## src/rtl/mem_refill_arbiter_pkg.sv

```systemverilog
// Shared types, AXI constants and geometry helpers for the refill arbiter.
// REFILL_ARB_CRITICAL_WORD_FIRST_EN selects critical-word-first WRAP bursts.
package refill_arb_pkg;

  typedef enum logic [1:0] {IDLE, AR, R, RSP} state_e;
  typedef enum logic {SRC_IC, SRC_DC} src_e;

  localparam logic [1:0] AXI_BURST_INCR = 2'b01;
  localparam logic [1:0] AXI_BURST_WRAP = 2'b10;

  localparam logic [1:0] AXI_RESP_OKAY   = 2'b00;
  localparam logic [1:0] AXI_RESP_EXOKAY = 2'b01;
  localparam logic [1:0] AXI_RESP_SLVERR = 2'b10;
  localparam logic [1:0] AXI_RESP_DECERR = 2'b11;

  function automatic int calc_beats(input int line_w, input int data_w);
    return line_w / data_w;
  endfunction

  function automatic int calc_line_off(input int line_w);
    return $clog2(line_w / 8);
  endfunction

  function automatic int calc_size(input int data_w);
    return $clog2(data_w / 8);
  endfunction

endpackage

```

## src/rtl/refill_line_asm.sv

```systemverilog
// Beat counter, line buffer and error accumulation for one refill burst.
// REFILL_ARB_CRITICAL_WORD_FIRST_EN: wrapping start index, rlast must be the BEATS-th beat.
module refill_line_asm import refill_arb_pkg::*; #(
  parameter int LINE_WIDTH = 256,
  parameter int AXI_DATA_W = 32,
  localparam int BEATS = calc_beats(LINE_WIDTH, AXI_DATA_W),
  localparam int IDX_W = $clog2(BEATS)
) (
  input  logic                  clk_i,
  input  logic                  rst_ni,
  input  logic                  start_i,
  input  logic [IDX_W-1:0]      start_idx_i,
  input  logic                  beat_i,
  input  logic [AXI_DATA_W-1:0] data_i,
  input  logic                  resp_err_i,
  input  logic                  last_i,
  output logic [LINE_WIDTH-1:0] line_o,
  output logic                  err_o
);

  logic [IDX_W-1:0] cnt_reg;
  logic             err_reg;
  logic             wr_en;
  logic             last_ok;

`ifdef REFILL_ARB_CRITICAL_WORD_FIRST_EN
  // Received-beat count, saturating at BEATS; the write index wraps on its own.
  logic [IDX_W:0] rcv_reg;
  assign wr_en   = (rcv_reg < (IDX_W+1)'(BEATS));
  assign last_ok = (rcv_reg == (IDX_W+1)'(BEATS - 1));

  always_ff @(posedge clk_i) begin
    if (!rst_ni) begin
      rcv_reg <= '0;
    end else if (start_i) begin
      rcv_reg <= '0;
    end else if (beat_i && wr_en) begin
      rcv_reg <= rcv_reg + 1'b1;
    end
  end

  always_ff @(posedge clk_i) begin
    if (!rst_ni) begin
      cnt_reg <= '0;
    end else if (start_i) begin
      cnt_reg <= start_idx_i;
    end else if (beat_i) begin
      cnt_reg <= cnt_reg + 1'b1;
    end
  end
`else
  // full_reg marks that the last word has been written; cnt_reg saturates.
  logic full_reg;
  assign wr_en   = !full_reg;
  assign last_ok = (cnt_reg == IDX_W'(BEATS - 1));

  always_ff @(posedge clk_i) begin
    if (!rst_ni) begin
      cnt_reg  <= '0;
      full_reg <= 1'b0;
    end else if (start_i) begin
      cnt_reg  <= start_idx_i;
      full_reg <= 1'b0;
    end else if (beat_i) begin
      if (cnt_reg == IDX_W'(BEATS - 1)) begin
        full_reg <= 1'b1;
      end else begin
        cnt_reg <= cnt_reg + 1'b1;
      end
    end
  end
`endif

  always_ff @(posedge clk_i) begin
    if (!rst_ni) begin
      err_reg <= 1'b0;
    end else if (start_i) begin
      err_reg <= 1'b0;
    end else if (beat_i && (resp_err_i || (last_i && !last_ok))) begin
      err_reg <= 1'b1;
    end
  end

  for (genvar gi = 0; gi < BEATS; gi++) begin : g_word
    logic [AXI_DATA_W-1:0] word_reg;
    always_ff @(posedge clk_i) begin
      if (!rst_ni) begin
        word_reg <= '0;
      end else if (beat_i && wr_en && (cnt_reg == IDX_W'(gi))) begin
        word_reg <= data_i;
      end
    end
    assign line_o[gi*AXI_DATA_W +: AXI_DATA_W] = word_reg;
  end

  assign err_o = err_reg;

endmodule

```

## src/rtl/mem_refill_arbiter.sv

```systemverilog
// Round-robin ICache/DCache line-refill arbiter over one AXI4 read channel.
// REFILL_ARB_CRITICAL_WORD_FIRST_EN switches to word-aligned WRAP bursts.
module mem_refill_arbiter import refill_arb_pkg::*; #(
  parameter int LINE_WIDTH = 256,
  parameter int AXI_DATA_W = 32,
  parameter int ADDR_W     = 32,
  parameter int MSHR_ID_W  = 2,
  parameter int AXI_ID_W   = 4
) (
  input  logic                  clk_i,
  input  logic                  rst_ni,
  input  logic                  ic_req_valid_i,
  output logic                  ic_req_ready_o,
  input  logic [ADDR_W-1:0]     ic_req_addr_i,
  output logic                  ic_rsp_valid_o,
  output logic                  ic_rsp_err_o,
  output logic [LINE_WIDTH-1:0] ic_rsp_data_o,
  input  logic                  dc_req_valid_i,
  output logic                  dc_req_ready_o,
  input  logic [ADDR_W-1:0]     dc_req_addr_i,
  input  logic [MSHR_ID_W-1:0]  dc_req_id_i,
  output logic                  dc_rsp_valid_o,
  output logic                  dc_rsp_err_o,
  output logic [LINE_WIDTH-1:0] dc_rsp_data_o,
  output logic [MSHR_ID_W-1:0]  dc_rsp_id_o,
  output logic                  m_arvalid_o,
  input  logic                  m_arready_i,
  output logic [ADDR_W-1:0]     m_araddr_o,
  output logic [7:0]            m_arlen_o,
  output logic [2:0]            m_arsize_o,
  output logic [1:0]            m_arburst_o,
  output logic [AXI_ID_W-1:0]   m_arid_o,
  input  logic                  m_rvalid_i,
  output logic                  m_rready_o,
  input  logic [AXI_DATA_W-1:0] m_rdata_i,
  input  logic [1:0]            m_rresp_i,
  input  logic                  m_rlast_i,
  input  logic [AXI_ID_W-1:0]   m_rid_i
);

  localparam int BEATS    = calc_beats(LINE_WIDTH, AXI_DATA_W);
  localparam int LINE_OFF = calc_line_off(LINE_WIDTH);
  localparam int SIZE     = calc_size(AXI_DATA_W);
  localparam int IDX_W    = $clog2(BEATS);

  state_e                state_reg, state_next;
  logic                  rr_reg;
  src_e                  src_reg;
  logic [ADDR_W-1:0]     addr_reg;
  logic [MSHR_ID_W-1:0]  id_reg;
  logic                  grant_ic, grant_dc;
  logic [IDX_W-1:0]      start_idx;
  logic [LINE_WIDTH-1:0] line;
  logic                  line_err;
  logic                  unused_bits;

  // rr_reg=1 favours DCache when both requesters are waiting.
  assign grant_dc = dc_req_valid_i && (!ic_req_valid_i || rr_reg);
  assign grant_ic = ic_req_valid_i && !grant_dc;

  always_comb begin
    state_next     = state_reg;
    ic_req_ready_o = 1'b0;
    dc_req_ready_o = 1'b0;
    m_arvalid_o    = 1'b0;
    m_rready_o     = 1'b0;
    ic_rsp_valid_o = 1'b0;
    dc_rsp_valid_o = 1'b0;
    case (state_reg)
      IDLE: begin
        ic_req_ready_o = grant_ic;
        dc_req_ready_o = grant_dc;
        if (grant_ic || grant_dc) state_next = AR;
      end
      AR: begin
        m_arvalid_o = 1'b1;
        if (m_arready_i) state_next = R;
      end
      R: begin
        m_rready_o = 1'b1;
        if (m_rvalid_i && m_rlast_i) state_next = RSP;
      end
      RSP: begin
        ic_rsp_valid_o = (src_reg == SRC_IC);
        dc_rsp_valid_o = (src_reg == SRC_DC);
        state_next     = IDLE;
      end
      default: state_next = IDLE;
    endcase
  end

  always_ff @(posedge clk_i) begin
    if (!rst_ni) begin
      state_reg <= IDLE;
      rr_reg    <= 1'b1;
      src_reg   <= SRC_IC;
      addr_reg  <= '0;
      id_reg    <= '0;
    end else begin
      state_reg <= state_next;
      if (state_reg == IDLE && grant_dc) begin
        src_reg  <= SRC_DC;
        addr_reg <= dc_req_addr_i;
        id_reg   <= dc_req_id_i;
        rr_reg   <= 1'b0;
      end else if (state_reg == IDLE && grant_ic) begin
        src_reg  <= SRC_IC;
        addr_reg <= ic_req_addr_i;
        rr_reg   <= 1'b1;
      end
    end
  end

`ifdef REFILL_ARB_CRITICAL_WORD_FIRST_EN
  assign m_araddr_o  = addr_reg & ~((ADDR_W'(1) << SIZE) - ADDR_W'(1));
  assign m_arburst_o = AXI_BURST_WRAP;
  assign start_idx   = addr_reg[LINE_OFF-1:SIZE];
`else
  assign m_araddr_o  = addr_reg & ~((ADDR_W'(1) << LINE_OFF) - ADDR_W'(1));
  assign m_arburst_o = AXI_BURST_INCR;
  assign start_idx   = '0;
`endif

  assign m_arlen_o  = 8'(BEATS - 1);
  assign m_arsize_o = 3'(SIZE);
  assign m_arid_o   = (src_reg == SRC_DC) ? AXI_ID_W'(1) : '0;

  refill_line_asm #(
    .LINE_WIDTH (LINE_WIDTH),
    .AXI_DATA_W (AXI_DATA_W)
  ) u_line_asm (
    .clk_i       (clk_i),
    .rst_ni      (rst_ni),
    .start_i     (state_reg == AR && m_arready_i),
    .start_idx_i (start_idx),
    .beat_i      (state_reg == R && m_rvalid_i),
    .data_i      (m_rdata_i),
    .resp_err_i  (m_rresp_i[1]),
    .last_i      (m_rlast_i),
    .line_o      (line),
    .err_o       (line_err)
  );

  assign ic_rsp_data_o = line;
  assign dc_rsp_data_o = line;
  assign ic_rsp_err_o  = line_err;
  assign dc_rsp_err_o  = line_err;
  assign dc_rsp_id_o   = id_reg;

  // Only one burst is ever in flight, so RID and the OKAY/EXOKAY bit carry no information.
  assign unused_bits = ^{m_rid_i, m_rresp_i[0]};

endmodule

```

## config.mk

```make
export PLATFORM = sky130hd
export DESIGN_NAME = mem_refill_arbiter
export DESIGN_NICKNAME = d
export VERILOG_FILES = /design/src/rtl/mem_refill_arbiter_pkg.sv /design/src/rtl/refill_line_asm.sv /design/src/rtl/mem_refill_arbiter.sv
export SDC_FILE = /design/constraint.sdc
export NUM_CORES = 1
export LEC_CHECK = 0
export ABC_AREA = 1
export BUFFER_PORTS_ARGS = -buffer_cell sky130_fd_sc_hd__buf_2
export CAP_MARGIN = 20
export CELL_PAD_IN_SITES_DETAIL_PLACEMENT = 1
export CELL_PAD_IN_SITES_GLOBAL_PLACEMENT = 2
export CORE_AREA = 4 4 263 265
export CTS_CLUSTER_DIAMETER = 200
export DETAILED_ROUTE_END_ITERATION = 10
export DIE_AREA = 0 0 267 269
export PLACE_DENSITY = 0.65
export SYNTH_ARGS = -nofsm -noshare
export SYNTH_HDL_FRONTEND = slang
export SYNTH_SLANG_ARGS = --single-unit
```

## constraint.sdc

```tcl
create_clock -name clk_i -period 4.1 [get_ports clk_i]
set_clock_uncertainty 0.05 [all_clocks]
set_input_delay 0.41 -clock clk_i [delete_from_list [all_inputs] [get_ports clk_i]]
set_output_delay 0.41 -clock clk_i [all_outputs]
set_load 0.01 [all_outputs]
```

Word level (Yosys, flattened, before mapping). Cells that the tools add are included.

Bits in registers: 299. Bits in latches: 0. Memory bits (writable): 0. Memory bits (read-only): 0. Input bits: 111. Output and inout bits: 571. Word-level logic and storage cells: 82. Memories kept: 0.

Add/subtract/negate cells: 1. Multiply operators: 0. Divide/modulo/power cells: 0. Order comparisons: 0. Equality and inequality tests: 13. Shift-type cells: 0. Mux-type cells: 17. Bitwise operators: 3. Reduce and logical (&&, ||, !) cells: 32.

Operator list (number): $mux 32 (2); $logic_and 1x1->1 (18); $eq 3x3->1 const B (4); $mux 1 (11); $pmux 2 s4 (1); $eq 3x2->1 const B (2); $mux 2 (3); $ne 2x2->1 const B (3); $eq 2x2->1 const B (2); $logic_not 1->1 (4); $reduce_and 2->1 (2); $add 3x1->3 const B (1); $eq 3x1->1 const B (1); $logic_not 3->1 (1); $logic_or 1x1->1 (3); $not 1->1 (3); $reduce_and 3->1 (1); $eq 2x1->1 const B (1); $logic_not 2->1 (1); $reduce_bool 2->1 (1); $reduce_or 2->1 (1).

Logic depth before layout (Yosys ltp).
Depth in word-level cells: 8. Depth in mapped cells: 9. Gate-level depth less buffers: 8.

Modules after synthesis. From an unflattened synthesis, not the netlist that was laid out.

Cell total of the unflattened synthesis: 1994. Area total of the unflattened synthesis: 14151.1 um2.

Modules (own cells, without submodules): refill_line_asm (instances 1, cells an instance 1422, area each 10179.8 um2, seq. area each 5225.0 um2); mem_refill_arbiter (instances 1, cells an instance 572, area each 3971.3 um2, seq. area each 660.6 um2).

Worst setup path before layout. OpenSTA, ideal clock, no wires.

Kind: reg-to-output. Start point: register state_reg[0]. End point: output port dc_req_ready_o. Arrival: 1.221 ns. Data required time: 3.640 ns. Slack: 2.419 ns. Stages on the path, launching flop included: 6. Buffers on the path: 1. Cells stage by stage: dfxtp_1 -> inv_1 -> ha_1 -> nand3_1 -> clkbuf_1 -> inv_1.

Word-level cells in the longest chain between the ends: 2.

Ends and longest elaborated chain: start: declaration (RTL line mem_refill_arbiter.sv:46) `state_e state_reg, state_next;`; start signal: assignment (RTL line mem_refill_arbiter.sv:100) `state_reg <= state_next;`; $logic_not 2->1 (RTL line mem_refill_arbiter.sv:69) `case (state_reg)`; $mux 1 (RTL line mem_refill_arbiter.sv:69); end: declaration (RTL line mem_refill_arbiter.sv:19) `output logic dc_req_ready_o,`.

Every way passes these cells.

Worst setup path in the final report.
Start point: register state_reg[1]. End point: output port dc_req_ready_o.

Same word-level chain as after synthesis.

==> results.txt <==
Finished Layout Cells -> 2,979
Vias in the first global route -> 12,600
Yosys top cell area share -> 0.448
Critical Path RT -> 3640 ps
FF+latch count, synth -> 294
Period utilization -> 0.609
Most frequent cells in the layout -> buf_2, nor2_1, dfxtp_1
Final setup viols -> 0
HP Start -> dc_req_id_i[0]
Die area -> 71,800 sq um
Reg2reg setup slack -> 1690 ps
# DRC -> 0
Pins Over Slew Limit -> 0
Pin count of the biggest net entering global routing -> 163
Relative slew slack -> 0.338
Yosys top cell by area -> dfxtp_1
H-tree depth -> 2
Vias -> 12,500
Hold Path Cell Cnt -> 3
Syn. warnings -> 0
Io pins -> 682
WP data arrival -> 2040 ps
Die height -> 269 um
Setup Crit Path Kind -> flip-flop to output port
Later-pin clock latency in the skew report -> 520 ps
PwrDens -> 478 nW/um^2
Setup Buffers After CTS -> 0
Final wirelength -> 59.5 mm
Worst R2R Path Depth -> 8
CTS tree -> yes
Setup tns final -> 0 ps
R2R Path End -> u_line_asm.g_word[0].word_reg[2]$_SDFFE_PN0P_
Setup ws final -> 1600 ps
Most frequent CP cell -> inv_1
Slowest stage delay, CP -> 510 ps
CTS Hold Buffers Added -> 0
Initial Util -> 0.196
Final Hold Violating Endpoints -> 0
First-pass GRT wire length -> 84.3 mm
Die width -> 267 um
Status -> finished clean
Worst Hold End -> dc_rsp_id_o[0]$_SDFFE_PN0P_
Ranking of synthesized cells by area -> dfxtp_1, buf_4, nor2_1
Yosys cell types -> 19
Top achievable clock speed -> 400 MHz
Mapped cell area -> 13,100 sq um
CTS resizes -> 0
CTS sink cnt -> 294
Initial drt markers -> 560
Post-synthesis sequential area ratio -> 0.448
Highest ir drop seen on vdd -> 0.000212 V
Leak -> 0.00806 uW
CP Cell Sequence -> inv_1 -> ha_1 -> nand3_1 -> inv_1 -> buf_2
Vias per inst -> 4.20
GRT overflow -> 0
P&R area growth vs syn -> 24.5%
Least-Margin Pin Slew -> 993 ps
Placed instance count -> 2,912
Tot GR Track Use -> 0.156
Final Critical Period -> 2500 ps
Reg-to-reg critical path startpoint -> u_line_asm.cnt_reg[0]$_SDFFE_PP0P_
Placer Congestion -> 0.728
Critical Path End Type -> output port
Core Area -> 66,800 sq um
Core Rows -> 95
Fin util -> 0.245
Hold Path Class -> input port to flip-flop
Startpoint types -> flip-flop
Hpwl dp -> 41.4 mm
Initial antenna violation count -> 4
Worst Hold Slack -> 63.5 ps
Critical-path maximum fanout -> 13
Clock slew at reported path FFs -> 60 ps
Mapped Cells -> 1,746
Final #Nets -> 2,199
Layout cells sized above 1 -> 0.348
Setup repair after global routing missed its margin -> false
Setup slack at placement -> 1590 ps
Largest register FFs -> 256
Antenna Nets Post-Route -> 0
Routed len/inst -> 20.0 um
Clock Path Buffers -> 3
Avg Cell Area, Syn -> 7.52 sq um
Most common cell after layout, fill and taps aside -> buf_2
CTS root buffer -> clkbuf_16
CP max-delay cell -> nand3_1
DRT Pass-1 Iters -> 4
CTS Buf Count -> 36
Max Cap Viol -> 0
# port buffers -> 645
==> synth_stat cells <==
| master | number |
|---|---|
| buf_4 | 301 |
| clkbuf_1 | 64 |
| nor2_1 | 350 |
| buf_6 | 1 |
| a21oi_1 | 135 |
| nand2_1 | 222 |
| buf_2 | 15 |
| inv_1 | 54 |
| a31oi_1 | 1 |
| o21ai_0 | 155 |
| conb_1 | 2 |
| nor2_4 | 1 |
| nand4_1 | 2 |
| dfxtp_1 | 294 |
| nand3_1 | 131 |
| nor2_2 | 1 |
| buf_1 | 3 |
| ha_1 | 10 |
| inv_2 | 4 |
==> report_power, final <==
part / switching, uW / total (uW) / internal, uW
clock network: 1320 / 3310 / 1990
registers: 121 / 3150 / 3020
logic: 941 / 1360 / 423
==> layout make-up <==
class / instances / area (sq um)
diodes: 1 / 2.50
clock buffers: 56 / 1110
clock inverters: 9 / 111
fillers: 8235 / 50500
inverters: 58 / 220
multi-input cells: 1029 / 4540
flip-flops and latches: 294 / 5890
well taps: 873 / 1090
repair buffers: 659 / 3370
==> routing by layer <==
metal / track usage / vias up / wire length (um)
met5: 0 / - / 34
met4: 0.0340 / 6 / 901
met3: 0.0305 / 65 / 3490
met2: 0.276 / 415 / 29700
met1: 0.197 / 6074 / 25400
li1: - / 5941 / -
==> metrics by stage <==
| stage | instance area, sq um | power [uW] |
|---|---|---|
| 6_report | 16300 | 7810 |
| 5_1_grt | 16300 | 8260 |
| 4_1_cts | 16300 | 7970 |
| 3_5_place_dp | 15100 | 4590 |
| 3_3_place_gp | 15100 | 4560 |
| 2_1_floorplan | 13200 | 4040 |
==> cells by family after synthesis <==
group                      share of synthesized area
AOI/OAI and AO/OA                              0.111
adders and majority gates                    0.00953
buffers and inverters                          0.215
DFF                                            0.448
other                                       0.000572
and+or+nand+nor                                0.216
==> worst max-delay path: cells and delay by family (launching register included) <==
kind | cells | cell delay (ps)
AND/OR/NAND/NOR | 1 | 510
adder cells (fa/ha/maj) | 1 | 260
buffers and inverters | 3 | 420
flip-flops | 1 | 330
==> how the worst max path moves through the flow <==
stage	startpoint	end
floorplan	state_reg[0]$_SDFFE_PN0P_	dc_req_ready_o
global placement	u_line_asm.cnt_reg[0]$_SDFFE_PP0P_	u_line_asm.g_word[0].word_reg[21]$_SDFFE_PN0P_
detailed placement	u_line_asm.cnt_reg[0]$_SDFFE_PP0P_	u_line_asm.g_word[0].word_reg[2]$_SDFFE_PN0P_
CTS	state_reg[1]$_SDFFE_PN0P_	dc_req_ready_o
global route	state_reg[0]$_SDFFE_PN0P_	dc_req_ready_o
finish	state_reg[1]$_SDFFE_PN0P_	dc_req_ready_o
Note: power is estimated with default switching activity, not from simulation.
